## config.mk

```make
export PLATFORM = sky130hd
export DESIGN_NAME = mem_arbiter
export DESIGN_NICKNAME = d
export VERILOG_FILES = /design/src/rtl/mem_arbiter.sv
export SDC_FILE = /design/constraint.sdc
export NUM_CORES = 1
export LEC_CHECK = 0
export ABC_CLOCK_PERIOD_IN_PS = 2200
export BUFFER_PORTS_ARGS = -buffer_cell sky130_fd_sc_hd__buf_2
export CAP_MARGIN = 10
export CORE_MARGIN = 4
export CORE_UTILIZATION = 49
export CTS_BUF_LIST = sky130_fd_sc_hd__clkbuf_8
export DETAILED_ROUTE_END_ITERATION = 12
export PLACE_DENSITY = 0.82
export SYNTH_ARGS = -nofsm -noshare
export SYNTH_HDL_FRONTEND = slang
export SYNTH_SLANG_ARGS = --single-unit
```

## constraint.sdc

```tcl
create_clock -name clk -period 2.2 [get_ports clk]
set_clock_uncertainty 0.15 [all_clocks]
set_input_delay 0.44 -clock clk [delete_from_list [all_inputs] [get_ports clk]]
set_output_delay 0.44 -clock clk [all_outputs]
set_load 0.1 [all_outputs]
```

## src/rtl/mem_arbiter.sv

```systemverilog
// mem_arbiter
// Shares one memory port between an instruction-fetch requester and a
// load/store requester. Data accesses win by default. A starvation counter
// hands the port to a waiting fetch after STARVE_MAX consecutive data grants.
// Every transaction walks IDLE -> GNT_x -> RESP -> IDLE, so the peak rate is
// one transaction every three cycles.
//
// Ports
//   clk               rising-edge clock
//   reset             asynchronous, active-low reset
//   i_req/i_addr      fetch request, held until i_ack
//   i_ack/i_rdata     one-cycle fetch completion pulse and fetched word
//   d_req/d_addr/d_we/d_wdata/d_mode   load/store request, held until d_ack
//   d_ack/d_rdata     one-cycle load/store completion pulse and load data
//   m_req/m_addr/m_wdata/m_we/m_mode   shared memory command (registered)
//   m_rdata/m_ready   memory read data and completion strobe
//   busy              high whenever the arbiter is not idle
module mem_arbiter #(
  parameter int ADDR_W     = 32,
  parameter int DATA_W     = 32,
  parameter int STARVE_MAX = 4
) (
  input  logic              clk,
  input  logic              reset,
  input  logic              i_req,
  input  logic [ADDR_W-1:0] i_addr,
  output logic              i_ack,
  output logic [DATA_W-1:0] i_rdata,
  input  logic              d_req,
  input  logic [ADDR_W-1:0] d_addr,
  input  logic              d_we,
  input  logic [DATA_W-1:0] d_wdata,
  input  logic [2:0]        d_mode,
  output logic              d_ack,
  output logic [DATA_W-1:0] d_rdata,
  output logic              m_req,
  output logic [ADDR_W-1:0] m_addr,
  output logic [DATA_W-1:0] m_wdata,
  output logic              m_we,
  output logic [2:0]        m_mode,
  input  logic [DATA_W-1:0] m_rdata,
  input  logic              m_ready,
  output logic              busy
);

  localparam int CNT_W = (STARVE_MAX < 1) ? 1 : $clog2(STARVE_MAX + 1);
  localparam logic [CNT_W-1:0] CNT_MAX = CNT_W'(STARVE_MAX);
  localparam logic [2:0] MODE_WORD = 3'b010;

  typedef enum logic [1:0] {
    IDLE  = 2'd0,
    GNT_I = 2'd1,
    GNT_D = 2'd2,
    RESP  = 2'd3
  } state_t;

  // Saturating increment of the starvation counter.
  function automatic logic [CNT_W-1:0] sat_inc(input logic [CNT_W-1:0] v);
    if (v >= CNT_MAX) begin
      sat_inc = CNT_MAX;
    end else begin
      sat_inc = v + CNT_W'(1);
    end
  endfunction

  state_t            state_q,   state_d;
  logic [CNT_W-1:0]  starve_q,  starve_d;
  logic              m_req_q,   m_req_d;
  logic [ADDR_W-1:0] m_addr_q,  m_addr_d;
  logic [DATA_W-1:0] m_wdata_q, m_wdata_d;
  logic              m_we_q,    m_we_d;
  logic [2:0]        m_mode_q,  m_mode_d;
  logic              i_ack_q,   i_ack_d;
  logic              d_ack_q,   d_ack_d;
  logic [DATA_W-1:0] i_rdata_q, i_rdata_d;
  logic [DATA_W-1:0] d_rdata_q, d_rdata_d;
  logic              busy_q,    busy_d;
  logic              starved;

  // A waiting fetch that has already lost STARVE_MAX times in a row wins.
  assign starved = i_req && (starve_q == CNT_MAX);

  always_comb begin
    state_d   = state_q;
    starve_d  = starve_q;
    m_req_d   = m_req_q;
    m_addr_d  = m_addr_q;
    m_wdata_d = m_wdata_q;
    m_we_d    = m_we_q;
    m_mode_d  = m_mode_q;
    i_ack_d   = 1'b0;
    d_ack_d   = 1'b0;
    i_rdata_d = i_rdata_q;
    d_rdata_d = d_rdata_q;
    busy_d    = busy_q;

    case (state_q)
      IDLE: begin
        // The winner's command is latched here, so requester inputs are
        // free to change for the rest of the transaction.
        if (d_req && !starved) begin
          state_d   = GNT_D;
          m_req_d   = 1'b1;
          m_addr_d  = d_addr;
          m_wdata_d = d_wdata;
          m_we_d    = d_we;
          m_mode_d  = d_mode;
          busy_d    = 1'b1;
          starve_d  = i_req ? sat_inc(starve_q) : '0;
        end else if (i_req) begin
          state_d   = GNT_I;
          m_req_d   = 1'b1;
          m_addr_d  = i_addr;
          m_wdata_d = '0;
          m_we_d    = 1'b0;
          m_mode_d  = MODE_WORD;
          busy_d    = 1'b1;
          starve_d  = '0;
        end
      end
      GNT_I: begin
        if (m_ready) begin
          state_d   = RESP;
          m_req_d   = 1'b0;
          i_rdata_d = m_rdata;
          i_ack_d   = 1'b1;
        end
      end
      GNT_D: begin
        // Stores capture m_rdata as well; the value is meaningless to them.
        if (m_ready) begin
          state_d   = RESP;
          m_req_d   = 1'b0;
          d_rdata_d = m_rdata;
          d_ack_d   = 1'b1;
        end
      end
      RESP: begin
        // Requests are not looked at here, giving a requester one cycle
        // after its ack to drop req without being granted again.
        state_d = IDLE;
        busy_d  = 1'b0;
      end
      default: begin
        state_d = IDLE;
        m_req_d = 1'b0;
        busy_d  = 1'b0;
      end
    endcase
  end

  always_ff @(posedge clk or negedge reset) begin
    if (!reset) begin
      state_q   <= IDLE;
      starve_q  <= '0;
      m_req_q   <= 1'b0;
      m_addr_q  <= '0;
      m_wdata_q <= '0;
      m_we_q    <= 1'b0;
      m_mode_q  <= 3'b000;
      i_ack_q   <= 1'b0;
      d_ack_q   <= 1'b0;
      i_rdata_q <= '0;
      d_rdata_q <= '0;
      busy_q    <= 1'b0;
    end else begin
      state_q   <= state_d;
      starve_q  <= starve_d;
      m_req_q   <= m_req_d;
      m_addr_q  <= m_addr_d;
      m_wdata_q <= m_wdata_d;
      m_we_q    <= m_we_d;
      m_mode_q  <= m_mode_d;
      i_ack_q   <= i_ack_d;
      d_ack_q   <= d_ack_d;
      i_rdata_q <= i_rdata_d;
      d_rdata_q <= d_rdata_d;
      busy_q    <= busy_d;
    end
  end

  assign m_req   = m_req_q;
  assign m_addr  = m_addr_q;
  assign m_wdata = m_wdata_q;
  assign m_we    = m_we_q;
  assign m_mode  = m_mode_q;
  assign i_ack   = i_ack_q;
  assign d_ack   = d_ack_q;
  assign i_rdata = i_rdata_q;
  assign d_rdata = d_rdata_q;
  assign busy    = busy_q;

endmodule
```

==> flow_summary.yaml, run 1 <==
outcome:
  status: "finished clean"
die:
  top_level_ports: 273
  die_h_um: 119
  rows: 40
  core_sq_um: 12000
  fp.dieW_um: 119
  initial_core_util_pct: 50.1
  die_area_sq_um: 14100
global_routing:
  globalRouteTotalUtil_pct: 23.4
  antenna_found_initial: 1
  grt_pass1_vias: 5218
  overflow: 0
  grt_pass1_wl_mm: 26.2
  grt_max_degree: 63
routing:
  first_pass_iters: 5
  post-route-drc-count: 0
  wl_per_cell_um: 17.7
  drtIter0Drc: 378
  antenna_left: 0
  vias: 4979
  wirelength_mm: 16.4
  viasPerCell: 5.39
worst_setup_path:
  worstPathArrival_ps: 2180
  cp_num_cells: 5
  crit_chain: "inv_1 -> ha_1 -> buf_4 -> and3_4 -> a22o_1"
  cp-endpoint: "m_wdata[2]$_DFFE_PN0P_"
  crit-reg2reg-capture: "m_wdata[2]$_DFFE_PN0P_"
  worst-setup-path-type: "reg2reg"
  path_max_fanout: 23
  slowest_stage: "dfrtp_1"
  crit_path_end_kind: "register"
  r2r_start: "state_q[1]$_DFFE_PN0P_"
  r2r_cells: 5
  regToRegSetupSlack_ps: 240
  crit_required_ps: 2420
  crit_start: "state_q[1]$_DFFE_PN0P_"
  cpPeakStageDelay_ps: 400
  path_buf_inv: 2
  worst_setup_path_start_kind: "register"
  cp_top_family: "buffers and inverters"
clock_tree:
  ctsHoldBuffers: 1
  cts_tree: "yes"
  numCtsBuffers: 17
  cts_setup_buffers: 0
  clock-sinks: 141
  insertion_delay_ps: 420
  clk_pin_slew_ps: 80
  clockRootBuffer: "clkbuf_8"
  h-tree-depth: 4
  clockBufferDepth: 2
  cts-resized-gates: 0
min_path:
  hp-start: "d_wdata[6]"
  min_path_type: "in2reg"
job:
  maxCapViolCount: 0
finish:
  antenna_cells: 0
  drive_gt1_share_pct: 53.7
  num-fill-cells: 939
  area_growth_pct: 32.2
  final_nets: 910
logic_synthesis:
  netlist_instances: 500
  yosysSeqAreaShare_pct: 58.6
  yosys_warnings: 0
  syn_area_per_cell_sq_um: 12.0
  synth_fp_nets: 644
  yosysUniqueCellTypes: 28
  ys_ff_latch: 141
  syn_area_sq_um: 6020
placed_design:
  port_buffers: 272
  hpwl_mm: 12.3
  place_congestion: 0.802
  dp_slack_ps: 253
timing:
  setup_slack_ps: 236
  finalMaxSlewViolations: 0
  finalSetupTns_ps: 0
  hold_viol: 0
  maxSlewHeadroom_pct: 64.3
  max_freq_mhz: 509
  rsz0062_at_grt: "false"
  period_minus_slack_ps: 1960
  finalSetupViolCount: 0
  tightest_slew_ps: 535
  post-route-period-util_pct: 89.3
==> logic make-up after synthesis <==
kind of cell | count (synthesis) | share of synthesized area, %
AND/OR/NAND/NOR | 155 | 11.5
multiplexers | 68 | 12.7
adder cells (fa/ha/maj) | 7 | 1.45
buffers and inverters | 49 | 4.26
AO/OA/AOI/OAI | 80 | 11.5
flip-flops | 141 | 58.6
==> routing by layer <==
layer | part of all wire, % | track usage, % | routed length, um | vias up
met5 | 0.049 | 0 | 8 | -
met4 | 2.1 | 9.12 | 340 | 2
met3 | 8.1 | 6.46 | 1320 | 33
met2 | 50 | 39.5 | 8150 | 272
met1 | 40 | 28.6 | 6550 | 2395
li1 | - | - | - | 2277
==> synthesized netlist by cell type, drive strengths merged <==
cell type	instances	share of area [%]
inv	9	0.56
a22o	13	1.9
mux2	66	12
and2	1	0.15
nand2	113	7.0
nand4	32	3.3
nor2	3	0.19
nor2b	2	0.21
a211oi	1	0.12
nand3	2	0.25
o311ai	1	0.15
o21a	1	0.12
o21ai	26	2.2
o211ai	32	6.5
buf	20	2.5
mux2i	2	0.33
ha	7	1.5
a21oi	4	0.33
a31oi	2	0.21
and3	1	0.19
dfrtp	141	59
and4b	1	0.17
clkbuf	20	1.2
==> stage by stage <==
stage,area [sq um],hold slack (ps),utilization (%),cells
after floorplan,6020,-5.59,-,500
after global placement,7540,236,62.8,893
after detailed placement,7540,238,62.8,893
after CTS,7960,46.7,66.3,924
after global routing,7960,54.7,66.3,924
final,7960,83.3,66.3,924
==> layout by cell type, fill, tap and decap left out, types with 3 or more instances in the layout <==
cell type  Yosys  final
a21oi_1        4      4
a22o_1        13     13
buf_12         0      6
buf_2         10    271
buf_4          4      8
bufinv_16      0      4
clkbuf_8       0     17
clkinv_2       0      6
dfrtp_1      141    141
ha_1           7      7
inv_1          9      9
mux2_2        66     66
nand2_1      113    113
nand4_1       32     32
nor2_1         3      3
o211ai_2      30     30
o21ai_0       25     25
==> cell type report <==
class | instances | area (sq um) | area share [%]
tap | 147 | 184 | 2.31
multi-input combinational | 310 | 2250 | 28.2
clock buffer | 17 | 234 | 2.94
sequential | 141 | 3530 | 44.3
timing repair buffer | 287 | 1560 | 19.6
clock inverter | 13 | 175 | 2.20
inverter | 9 | 33.8 | 0.424
==> worst reg2reg max path, stage by stage, from the launching register on <==
cell	delay (ps)
dfrtp_1	400
inv_1	140
ha_1	390
buf_4	330
and3_4	330
a22o_1	180
==> how the worst min path moves through the flow <==
stage | endpoint | cells after the start
2_1_floorplan | busy$_DFFE_PN0P_ | 0
3_3_place_gp | m_wdata[6]$_DFFE_PN0P_ | 1
3_5_place_dp | m_wdata[6]$_DFFE_PN0P_ | 1
4_1_cts | m_wdata[6]$_DFFE_PN0P_ | 2
5_1_grt | m_wdata[4]$_DFFE_PN0P_ | 2
6_report | m_wdata[6]$_DFFE_PN0P_ | 2
==> flip-flops by register name (all words and copies together), names as in the netlist <==
name      count
m_addr       32
m_mode        3
m_wdata      32
m_req         1
busy          1
d_ack         1
state_q       2
i_rdata      32
starve_q      3
d_rdata      32
i_ack         1
m_we          1
Power of run 1 is left out: the tool's default activity adds up to more than one toggle a clock period on the data nets, which glitch-free logic cannot reach.
==> inputs of run 2 (changes only) <==
ABC_CLOCK_PERIOD_IN_PS = 2100   (was 2200)
CTS_CLUSTER_SIZE = 8   (was not set)
HOLD_SLACK_MARGIN = 0.1   (was not set)
clock period = 2.1 ns   (was 2.2 ns; I/O delays follow)
==> run 2 against run 1 <==
Critical path type unchanged. Routed wire length rose by 14%. Utilization rose by 8.5 points. Critical endpoint is now m_addr[0]$_DFFE_PN0P_. Critical path depth rose by 1. Non-clock buffer count rose by 103. Register-to-register slack got worse by 70 ps. Cell count rose by 11%. Worst setup slack got worse by 68 ps. Maximum frequency rose by 1.7%.
==> flow_summary.yaml, run 2 (synthesized netlist as in run 1, its figures left out) <==
timing:
  finalSetupViolCount: 0
  setup_slack_ps: 168
  post-route-period-util_pct: 92.0
  hold_ws_ps: 128
  period_minus_slack_ps: 1930
  maxSlewHeadroom_pct: 65.5
  rsz0062_at_grt: "false"
  finalMaxSlewViolations: 0
  hold_viol: 0
  tightest_slew_ps: 522
  max_freq_mhz: 518
  finalSetupTns_ps: 0
routing:
  wl_per_cell_um: 18.2
  antenna_left: 0
  post-route-drc-count: 0
  vias: 5505
  drtIter0Drc: 423
  wirelength_mm: 18.7
  first_pass_iters: 5
  viasPerCell: 5.35
finish:
  drive_gt1_share_pct: 47.8
  area_growth_pct: 49.1
  final_nets: 1013
  num-fill-cells: 741
  layout_commonest_cell: "buf_2"
  antenna_cells: 0
  layout_common_cells: "buf_2, dfrtp_1, nand2_1"
clock_tree:
  clk_pin_slew_ps: 90
  cts_tree: "yes"
  insertion_delay_ps: 420
  clock-sinks: 141
  cts-resized-gates: 0
  clockRootBuffer: "clkbuf_8"
  h-tree-depth: 4
  numCtsBuffers: 17
  clockBufferDepth: 2
placed_design:
  hpwl_mm: 12.2
  port_buffers: 272
  place_congestion: 0.809
  dp_slack_ps: 144
job:
  maxCapViolCount: 0
worst_setup_path:
  worstPathArrival_ps: 2120
  crit_required_ps: 2290
  crit_path_end_kind: "register"
  path_max_fanout: 22
  worst-setup-path-type: "reg2reg"
  worst_setup_path_start_kind: "register"
global_routing:
  grt_pass1_wl_mm: 30.1
  overflow: 0
  antenna_found_initial: 1
  grt_max_degree: 45
  grt_use_met2_pct: 44.8
  grt_use_met3_pct: 8.21
  busiest_layer: "met2"
  grt_pass1_vias: 5772
  globalRouteTotalUtil_pct: 26.6
  grtUsageMet1_pct: 32.1
min_path:
  min_path_type: "in2reg"
die:
  die_h_um: 119
  rows: 40
  initial_core_util_pct: 50.1
  top_level_ports: 273
  core_sq_um: 12000
  fp.dieW_um: 119
  die_area_sq_um: 14100
outcome:
  status: "finished clean"
==> run 2: cell types whose count changed in the layout (fill, tap and decap cells not counted), sizes merged <==
cell / before / now
dlygate4sd3: 1 / 101
clkbuf: 17 / 18
inv: 9 / 13
bufinv: 4 / 2
clkinvlp: 1 / 3
clkinv: 8 / 5
buf: 286 / 289
==> run 2: worst paths after layout <==
check,slack (ps),from,endpoint,cells after the start
worst max register to register,170,state_q[1]$_DFFE_PN0P_,m_addr[0]$_DFFE_PN0P_,6
worst max-delay path,170,state_q[1]$_DFFE_PN0P_,m_addr[0]$_DFFE_PN0P_,6
worst min register to register,340,m_wdata[31]$_DFFE_PN0P_,m_wdata[31]$_DFFE_PN0P_,2
max in group asynchronous,880,reset,m_wdata[28]$_DFFE_PN0P_,3
worst min-delay path,130,m_rdata[31],i_rdata[31]$_DFFE_PN0P_,2
min in group asynchronous,330,reset,m_wdata[8]$_DFFE_PN0P_,2
==> run 2: per-layer routing <==
metal  share of wire [%]  routed length (um)
met2                  51                9470
met3                 8.5                1590
met5               0.043                   8
met4                 3.2                 590
met1                  38                7070
==> run 2: critical path, cell delays in order (launching register included) <==
cell      delay, ps
dfrtp_1         410
inv_1           130
ha_1            400
o21a_2          240
buf_4           250
nand2_1          80
o211ai_1        180
==> run 2: timing repair <==
action | CTS | global route
hold endpoints to repair | 166 | 0
setup endpoints to repair | 0 | 0
hold buffers | 101 | 0
buffers inserted | 0 | 0
==> run 2: cell type report <==
| class | instances | area, sq um | share of cell area, % |
|---|---|---|---|
| Clock inverter | 14 | 160 | 1.78 |
| Clock buffer | 18 | 248 | 2.76 |
| Tap cell | 147 | 184 | 2.05 |
| Inverter | 9 | 33.8 | 0.376 |
| Sequential cell | 141 | 3530 | 39.3 |
| Multi-Input combinational cell | 310 | 2250 | 25.0 |
| Timing Repair Buffer | 390 | 2580 | 28.7 |
==> run 2: per-stage QoR <==
stage          instances  area, sq um  utilization (%)
2_1_floorplan        500         6020                -
3_3_place_gp         896         7560             63.0
3_5_place_dp         896         7560             63.0
4_1_cts             1029         8980             74.8
5_1_grt             1029         8980             74.8
6_report            1029         8980             74.8
Power of run 2 is left out for the same reason.
